==> src/rtl/pll_lock_supervisor.sv <==
// PLL lock supervisor: pulses PLL reset, filters the synchronised lock,
// then releases downstream reset domains in index order.
module pll_lock_supervisor #(
  parameter int N_DOM       = 2,
  parameter int PLL_RST_CYC = 16,
  parameter int LOCK_FILT   = 64,
  parameter int REL_GAP     = 8,
  parameter int LOCK_TMO    = 65535,
  parameter int CNT_W       = 8
) (
  input  logic             clk,
  input  logic             rst_n,
  input  logic             lock_i,
  input  logic             clr_cnt_i,
  output logic             pll_rst_o,
  output logic [N_DOM-1:0] dom_rst_n_o,
  output logic             ready_o,
  output logic [CNT_W-1:0] loss_cnt_o,
  output logic [CNT_W-1:0] tmo_cnt_o,
  output logic [2:0]       state_o
);

  localparam int M1 = (PLL_RST_CYC > LOCK_TMO) ? PLL_RST_CYC : LOCK_TMO;
  localparam int M2 = (LOCK_FILT > REL_GAP) ? LOCK_FILT : REL_GAP;
  localparam int MX = (M1 > M2) ? M1 : M2;
  localparam int TW = $clog2(MX + 1);

  typedef enum logic [2:0] {
    S_PLL_RST = 3'd0,
    S_WAIT    = 3'd1,
    S_FILT    = 3'd2,
    S_REL     = 3'd3,
    S_RUN     = 3'd4
  } state_t;

  logic [1:0]       r_sync;
  state_t           r_state;
  logic [TW-1:0]    r_tcnt;
  logic [2:0]       r_idx;
  logic             r_pll_rst;
  logic [N_DOM-1:0] r_dom;
  logic             r_ready;
  logic [CNT_W-1:0] r_loss;
  logic [CNT_W-1:0] r_tmo;

  state_t           w_nxt;
  logic [TW-1:0]    w_tcnt_nxt;
  logic [2:0]       w_idx_nxt;
  logic [N_DOM-1:0] w_dom_nxt;
  logic             w_loss_ev;
  logic             w_tmo_ev;
  logic             w_lock_s;

  assign w_lock_s = r_sync[1];

  always_ff @(posedge clk) begin
    if (!rst_n) begin
      r_sync <= '0;
    end else begin
      r_sync <= {r_sync[0], lock_i};
    end
  end

  always_comb begin
    w_nxt      = r_state;
    w_tcnt_nxt = r_tcnt + TW'(1);
    w_idx_nxt  = r_idx;
    w_dom_nxt  = r_dom;
    w_loss_ev  = 1'b0;
    w_tmo_ev   = 1'b0;
    unique case (r_state)
      S_PLL_RST: begin
        w_dom_nxt = '0;
        if (r_tcnt == TW'(PLL_RST_CYC - 1)) begin
          w_nxt      = S_WAIT;
          w_tcnt_nxt = '0;
        end
      end
      S_WAIT: begin
        if (w_lock_s) begin
          w_nxt      = S_FILT;
          w_tcnt_nxt = '0;
        end else if (r_tcnt == TW'(LOCK_TMO - 1)) begin
          w_nxt      = S_PLL_RST;
          w_tcnt_nxt = '0;
          w_tmo_ev   = 1'b1;
        end
      end
      S_FILT: begin
        if (!w_lock_s) begin
          w_nxt      = S_WAIT;
          w_tcnt_nxt = '0;
        end else if (r_tcnt == TW'(LOCK_FILT - 1)) begin
          w_nxt      = S_REL;
          w_tcnt_nxt = '0;
          w_idx_nxt  = '0;
          w_dom_nxt  = N_DOM'(1);
        end
      end
      S_REL: begin
        if (!w_lock_s) begin
          w_nxt      = S_PLL_RST;
          w_tcnt_nxt = '0;
          w_dom_nxt  = '0;
          w_loss_ev  = 1'b1;
        end else if (r_idx == 3'(N_DOM - 1)) begin
          w_nxt      = S_RUN;
          w_tcnt_nxt = '0;
          w_dom_nxt  = {N_DOM{1'b1}};
        end else if (r_tcnt == TW'(REL_GAP - 1)) begin
          // release the next domain; earlier ones stay released
          w_tcnt_nxt = '0;
          w_idx_nxt  = r_idx + 3'd1;
          w_dom_nxt  = r_dom | (N_DOM'(1) << (r_idx + 3'd1));
        end
      end
      S_RUN: begin
        w_tcnt_nxt = '0;
        if (!w_lock_s) begin
          w_nxt     = S_PLL_RST;
          w_dom_nxt = '0;
          w_loss_ev = 1'b1;
        end
      end
      default: begin
        w_nxt      = S_PLL_RST;
        w_tcnt_nxt = '0;
        w_dom_nxt  = '0;
      end
    endcase
  end

  always_ff @(posedge clk) begin
    if (!rst_n) begin
      r_state   <= S_PLL_RST;
      r_tcnt    <= '0;
      r_idx     <= '0;
      r_pll_rst <= 1'b1;
      r_dom     <= '0;
      r_ready   <= 1'b0;
    end else begin
      r_state   <= w_nxt;
      r_tcnt    <= w_tcnt_nxt;
      r_idx     <= w_idx_nxt;
      r_pll_rst <= (w_nxt == S_PLL_RST);
      r_dom     <= w_dom_nxt;
      r_ready   <= (w_nxt == S_RUN);
    end
  end

  // clear has priority over a coincident event
  always_ff @(posedge clk) begin
    if (!rst_n) begin
      r_loss <= '0;
      r_tmo  <= '0;
    end else if (clr_cnt_i) begin
      r_loss <= '0;
      r_tmo  <= '0;
    end else begin
      if (w_loss_ev && (r_loss != {CNT_W{1'b1}}))
        r_loss <= r_loss + CNT_W'(1);
      if (w_tmo_ev && (r_tmo != {CNT_W{1'b1}}))
        r_tmo <= r_tmo + CNT_W'(1);
    end
  end

  assign pll_rst_o   = r_pll_rst;
  assign dom_rst_n_o = r_dom;
  assign ready_o     = r_ready;
  assign loss_cnt_o  = r_loss;
  assign tmo_cnt_o   = r_tmo;
  assign state_o     = r_state;

endmodule

==> config.mk <==
export PLATFORM = sky130hd
export DESIGN_NAME = pll_lock_supervisor
export DESIGN_NICKNAME = d
export VERILOG_FILES = /design/src/rtl/pll_lock_supervisor.sv
export SDC_FILE = /design/constraint.sdc
export NUM_CORES = 1
export LEC_CHECK = 0
export CORE_UTILIZATION = 45
export CTS_CLUSTER_SIZE = 30
export DETAILED_ROUTE_END_ITERATION = 7
export HOLD_SLACK_MARGIN = 0.1
export PLACE_DENSITY = 0.69
export RECOVER_POWER = 25
export SLEW_MARGIN = 25
export SYNTH_ARGS = -nofsm -noshare
export SYNTH_HDL_FRONTEND = slang
export SYNTH_SLANG_ARGS = --single-unit
==> constraint.sdc <==
create_clock -name clk -period 2.2 [get_ports clk]
set_input_delay 0.55 -clock clk [delete_from_list [all_inputs] [get_ports clk]]
set_output_delay 0.55 -clock clk [all_outputs]
set_load 0.05 [all_outputs]
Word-level counts from Yosys, hierarchy flattened
Cells that the tools add are included.

$add $sub $neg: 4. Equality and inequality tests: 19. Shift-type cells: 1. Muxes and demuxes: 36. Bitwise gates (word level): 3. Reductions and logical operators: 9.

Operators by type and width (number): $mux W16 (8); $pmux W16 S4 (1); $mux W3 (13); $add A16 B1 Y16 const B (1); $add A8 B1 Y8 const B (2); $eq A16 B16 Y1 const B (1); $eq A16 B3 Y1 const B (1); $eq A16 B4 Y1 const B (1); $eq A16 B6 Y1 const B (1); $ne A8 B8 Y1 const B (2); $pmux W3 S5 (1); $mux W2 (6); $ne A2 B2 Y1 const B (6); $pmux W2 S4 (1); $eq A3 B1 Y1 const B (2); $eq A3 B2 Y1 const B (2); $eq A3 B3 Y1 const B (2); $logic_not A3 Y1 (2); $pmux W3 S2 (1); $reduce_and A6 Y1 (1); $mux W1 (5); $reduce_and A5 Y1 (1); $ne A4 B4 Y1 const B (1); $reduce_or A2 Y1 (2); 6 further kinds (8).

Flip-flop bits (word level): 44. Bits of input ports: 4. Output and inout bits: 23. Word-level logic and storage cells: 81.

Depth between registers and ports, before layout
Depth after elaboration: 7. Depth in mapped cells: 9. Gate-level depth less buffers: 7.

Worst setup path before layout
Ideal clock, no wire load.

Path type: register -> register. Start: register r_state[2] (netlist: state_o[2]). End: register r_loss[3] (netlist: loss_cnt_o[3]). Library setup time: 128 ps. Data arrival time: 2141 ps. Required time: 2072 ps. Setup slack: -68 ps. Cell stages (with the launch flop): 7. Path buffers: 1. Period minus slack after synthesis: 2268 ps. Cells stage by stage: dfxtp_1 buf_2 or3b_2 a21oi_1 nand4_1 xor2_1 nor2_1.

Longest elaborated chain between the ends: 4. Elaborated cells between the ends (all ways): 5. Those cells by class: eq/ne (2); mux (1); reduce/logical (2).

RTL lines: start, declared (RTL line 37) `state_t r_state;`; start signal, assigned (RTL line 142) `r_state <= w_nxt;`; $eq A3 B3 Y1 / $eq A3 B2 Y1 (equally long branches) (RTL line 71) `unique case (r_state)`; $reduce_or A2 Y1 (no source line) (*); $mux W1 (*); $logic_and A1 B1 Y1 (*) (RTL line 160) `if (w_loss_ev && (r_loss != {CNT_W{1'b1}}))`; end signal, assigned (RTL line 161) `r_loss <= r_loss + CNT_W'(1);`; end, declared (RTL line 43) `logic [CNT_W-1:0] r_loss;`.

Mark *: on every way between the ends. The rest lies on a longest branch, timed or not. A chain may end at the register's enable or synchronous reset.

Final worst setup path
Start: register r_tcnt[12]. End: register r_tmo[7] (netlist: tmo_cnt_o[7]).

Longest elaborated chain between the ends: 5.

RTL lines: start, declared (RTL line 38) `logic [TW-1:0] r_tcnt;`; start signal, assigned (RTL line 143) `r_tcnt <= w_tcnt_nxt;`; $eq A16 B16 Y1 (RTL line 83) `end else if (r_tcnt == TW'(LOCK_TMO - 1)) begin`; $mux W1 (RTL line 83); $mux W1 (RTL line 80) `if (w_lock_s) begin`; $mux W1 (RTL line 71); $logic_and A1 B1 Y1 (RTL line 162) `if (w_tmo_ev && (r_tmo != {CNT_W{1'b1}}))`; end signal, assigned (RTL line 163) `r_tmo <= r_tmo + CNT_W'(1);`; end, declared (RTL line 44) `logic [CNT_W-1:0] r_tmo;`.

No other way between the ends.

==> impl_metrics.toml <==
[power_and_ir_drop]
p_int_mw = 1.164
ir_drop_mv = 0.4224
switching_share_pct = 22.05
comb_power_share_pct = 2.9
p_leak_nw = 0.9715
pwr-share-seq_pct = 54.2
power.clock.fraction_pct = 42.9
p_switching_mw = 0.3291
p_per_area_nw_per_um2 = 530.0

[final_layout]
diodes = 0
regArea_um2 = 882.1
multi_input_area_um2 = 1316
area_delta_synth_final_pct = 24.02
fill_cells = 446
final_layout_size_suffix_gt1_share_pct = 13.07
fin_nets = 315
final_util_pct = 58.85

[routing]
first_iter_violations = 70
vias = 1955
post_drt_wl_per_cell_um = 12.55
first_pass_iters = 4
ant_nets = 0
viasPerCell = 5.241
routed_wl_mm = 4.683
drc = 0

[setup_path]
crit_path_end_kind = "flip-flop"
cp.arrival_ns = 2.31
r2r_setup_slack_ns = 0.06
crit_path_frequent_cell = "buf_4"
slowest_delay_ns = 0.59
reg2regPathDepth = 7
cp.required_ns = 2.37
cp_cell_sequence = "buf_4, nand4_1, or4_1, buf_4, nor4_1, xnor2_1, nor2_1"
cp_max_fo = 8
worstSetupStartpointType = "flip-flop"
cp_slowest_cell = "or4_1"
reg2reg_to = "tmo_cnt_o[7]"
rr_startpoint = "r_tcnt[12]"
critical_path_class = "reg -> reg"

[logic_synthesis]
synth_top_area_cell = "dfxtp_1"
avgSynthCellArea_um2 = 8.701
yosys.cell_types.count = 48
synthTopCellsByCount = "nor2_1, dfxtp_1, xnor2_1"
yosysMostFrequentCell = "nor2_1"
synth_top_area_share_pct = 38.79
yosysSeqAreaShare_pct = 38.79
netlist_top_cells_area = "dfxtp_1, nor2_1, xnor2_1"
async_reset_ff_share_pct = 0
synth_warnings = 0
ys_seq_elements = 44
ys.flop_type = "dfxtp_1"
synth_edf_count = 0
synth_fp_nets = 271
netlist_instances = 261
syn_area_um2 = 2271

[global_routing]
antenna_found_initial = 0
grt_max_degree = 17
grt-ovfl-total = 0
track_usage_pct = 19.07
grt_pass1_vias = 1753
grt_pass1_wl_mm = 7.769

[sta]
fin_crit_ns = 2.137
slew_viol_final = 0
finalCritPeriodShare_pct = 97.12
setup_ws_ns = 0.06345
rsz0062_at_grt = "false"
hold_viol = 0
holdWs_ns = 0.4460
tightest_slew_ns = 0.6225
tns_ns = 0
finClkSkew_ns = 0.01115
slew_headroom_pct = 58.50
fmax_mhz = 468.0
setup_viol = 0

[cts]
clkTransAtPathRegs_ns = 0.09
numCtsBuffers = 5
htree_levels = 2
cts_sinks = 44
clock_latency_ns = 0.31
clk_path_buf_depth = 2
cts_tree = "done"
postCtsHoldBufs = 0
clk_root_buffer_cell = "clkbuf_8"

[placement]
dp_hpwl_mm = 3.309
gp_congestion = 0.8203
numPortBuffers = 26
dp_slack_ns = -0.1461

[floorplan]
rows = 25
ios = 27
die-area_um2 = 5335
die_height_um = 73.04
die_w_um = 73.04
coreArea_um2 = 4786
initial_utilization_pct = 47.45

[min_path]
hold_start = "r_sync[0]"
worstHoldEndpoint = "r_sync[1]"
whs_path_depth = 1
hold_class = "reg -> reg"

[outcome]
run_status = "finished clean"

[flow_run]
maxCapViolations = 0
[worst max path at each step]
| stage | slack (ns) | to | cells past startpoint | from |
|---|---|---|---|---|
| final | 0.06 | tmo_cnt_o[7] | 7 | r_tcnt[12] |
| after global routing | 0.001 | tmo_cnt_o[7] | 7 | r_tcnt[12] |
| after CTS | 0.04 | state_o[2] | 1 | state_o[2] |
| after detailed placement | -0.15 | r_tcnt[4] | 5 | r_tcnt[7] |
| after global placement | -0.06 | r_tcnt[2] | 5 | r_tcnt[7] |
| after floorplan | 0.09 | loss_cnt_o[3] | 6 | state_o[1] |
[critical path: cells and delay by family (launching register included)]
kind,cells,cell delay [ns]
simple gates,4,1.10
flops,1,0.41
xor+xnor,1,0.16
buf+inv,2,0.33
[cells in the final DEF (no fill, tap or decap), drive strengths merged, types with 3 or more instances in the layout]
cell type	netlist	layout
ha	6	6
xnor2	18	18
clkdlybuf4s50	0	22
and2	5	5
and4	3	3
nor3	4	4
clkbuf	6	10
nor4	7	7
inv	7	8
a21oi	5	5
buf	4	19
or4	4	4
and3	6	6
nor2b	5	5
nand3b	4	4
nor2	46	46
nand4	12	12
nand2	15	15
xor2	12	12
dfxtp	44	44
o21ai	8	8
nand3	17	17
[logic make-up after synthesis]
| group | Yosys count | share of synthesized area [%] |
|---|---|---|
| AND/OR/NAND/NOR | 137 | 33.61 |
| flip-flops | 44 | 38.79 |
| XOR/XNOR | 30 | 11.57 |
| AO/OA/AOI/OAI | 25 | 8.320 |
| buffers and inverters | 17 | 3.526 |
| adder cells (fa/ha/maj) | 6 | 3.306 |
| multiplexers | 2 | 0.8816 |
[cell type report]
class / instances / area share (%)
multi-input combinational: 200 / 46.73
sequential: 44 / 31.32
tap: 67 / 2.976
clock inverter: 3 / 1.644
timing repair buffer: 47 / 13.95
clock buffer: 5 / 2.443
inverter: 7 / 0.9329
[sequential cells by signal, summed over array words and instances, names as in the netlist]
register,count
r_tcnt,16
ready_o,1
pll_rst_o,1
r_idx,3
loss_cnt_o,8
r_sync,2
dom_rst_n_o,2
tmo_cnt_o,8
state_o,3
[per-layer routing]
metal / vias up / global-route usage (%) / routed length [µm]
li1: 1011 / - / -
met1: 905 / 24.08 / 2257
met2: 28 / 30.66 / 2187
met3: 11 / 5.387 / 153
met4: 0 / 7.407 / 85
met5: - / 0 / 0
[metrics by stage]
step	power, mW	area (µm²)	instances
global placement	0.8672	2700	363
global route	1.553	2816	373
finish	1.493	2816	373
floorplan	0.8530	2272	261
detailed placement	0.8681	2700	363
CTS	1.507	2830	373
[timing repair]
item                                    CTS  global route
setup buffers                             2             0
resized for setup                         0             2
endpoints found under the setup margin   16             2
pin swaps                                 1             0
[power by group through the flow]
stage	combinational [mW]	sequential (mW)	clock [mW]
6_report	0.0434	0.808	0.641
5_1_grt	0.0482	0.810	0.694
4_1_cts	0.0443	0.808	0.654
3_5_place_dp	0.0410	0.827	0
3_3_place_gp	0.0404	0.827	0
2_1_floorplan	0.0272	0.826	0
(Power assumes the default switching activity.)
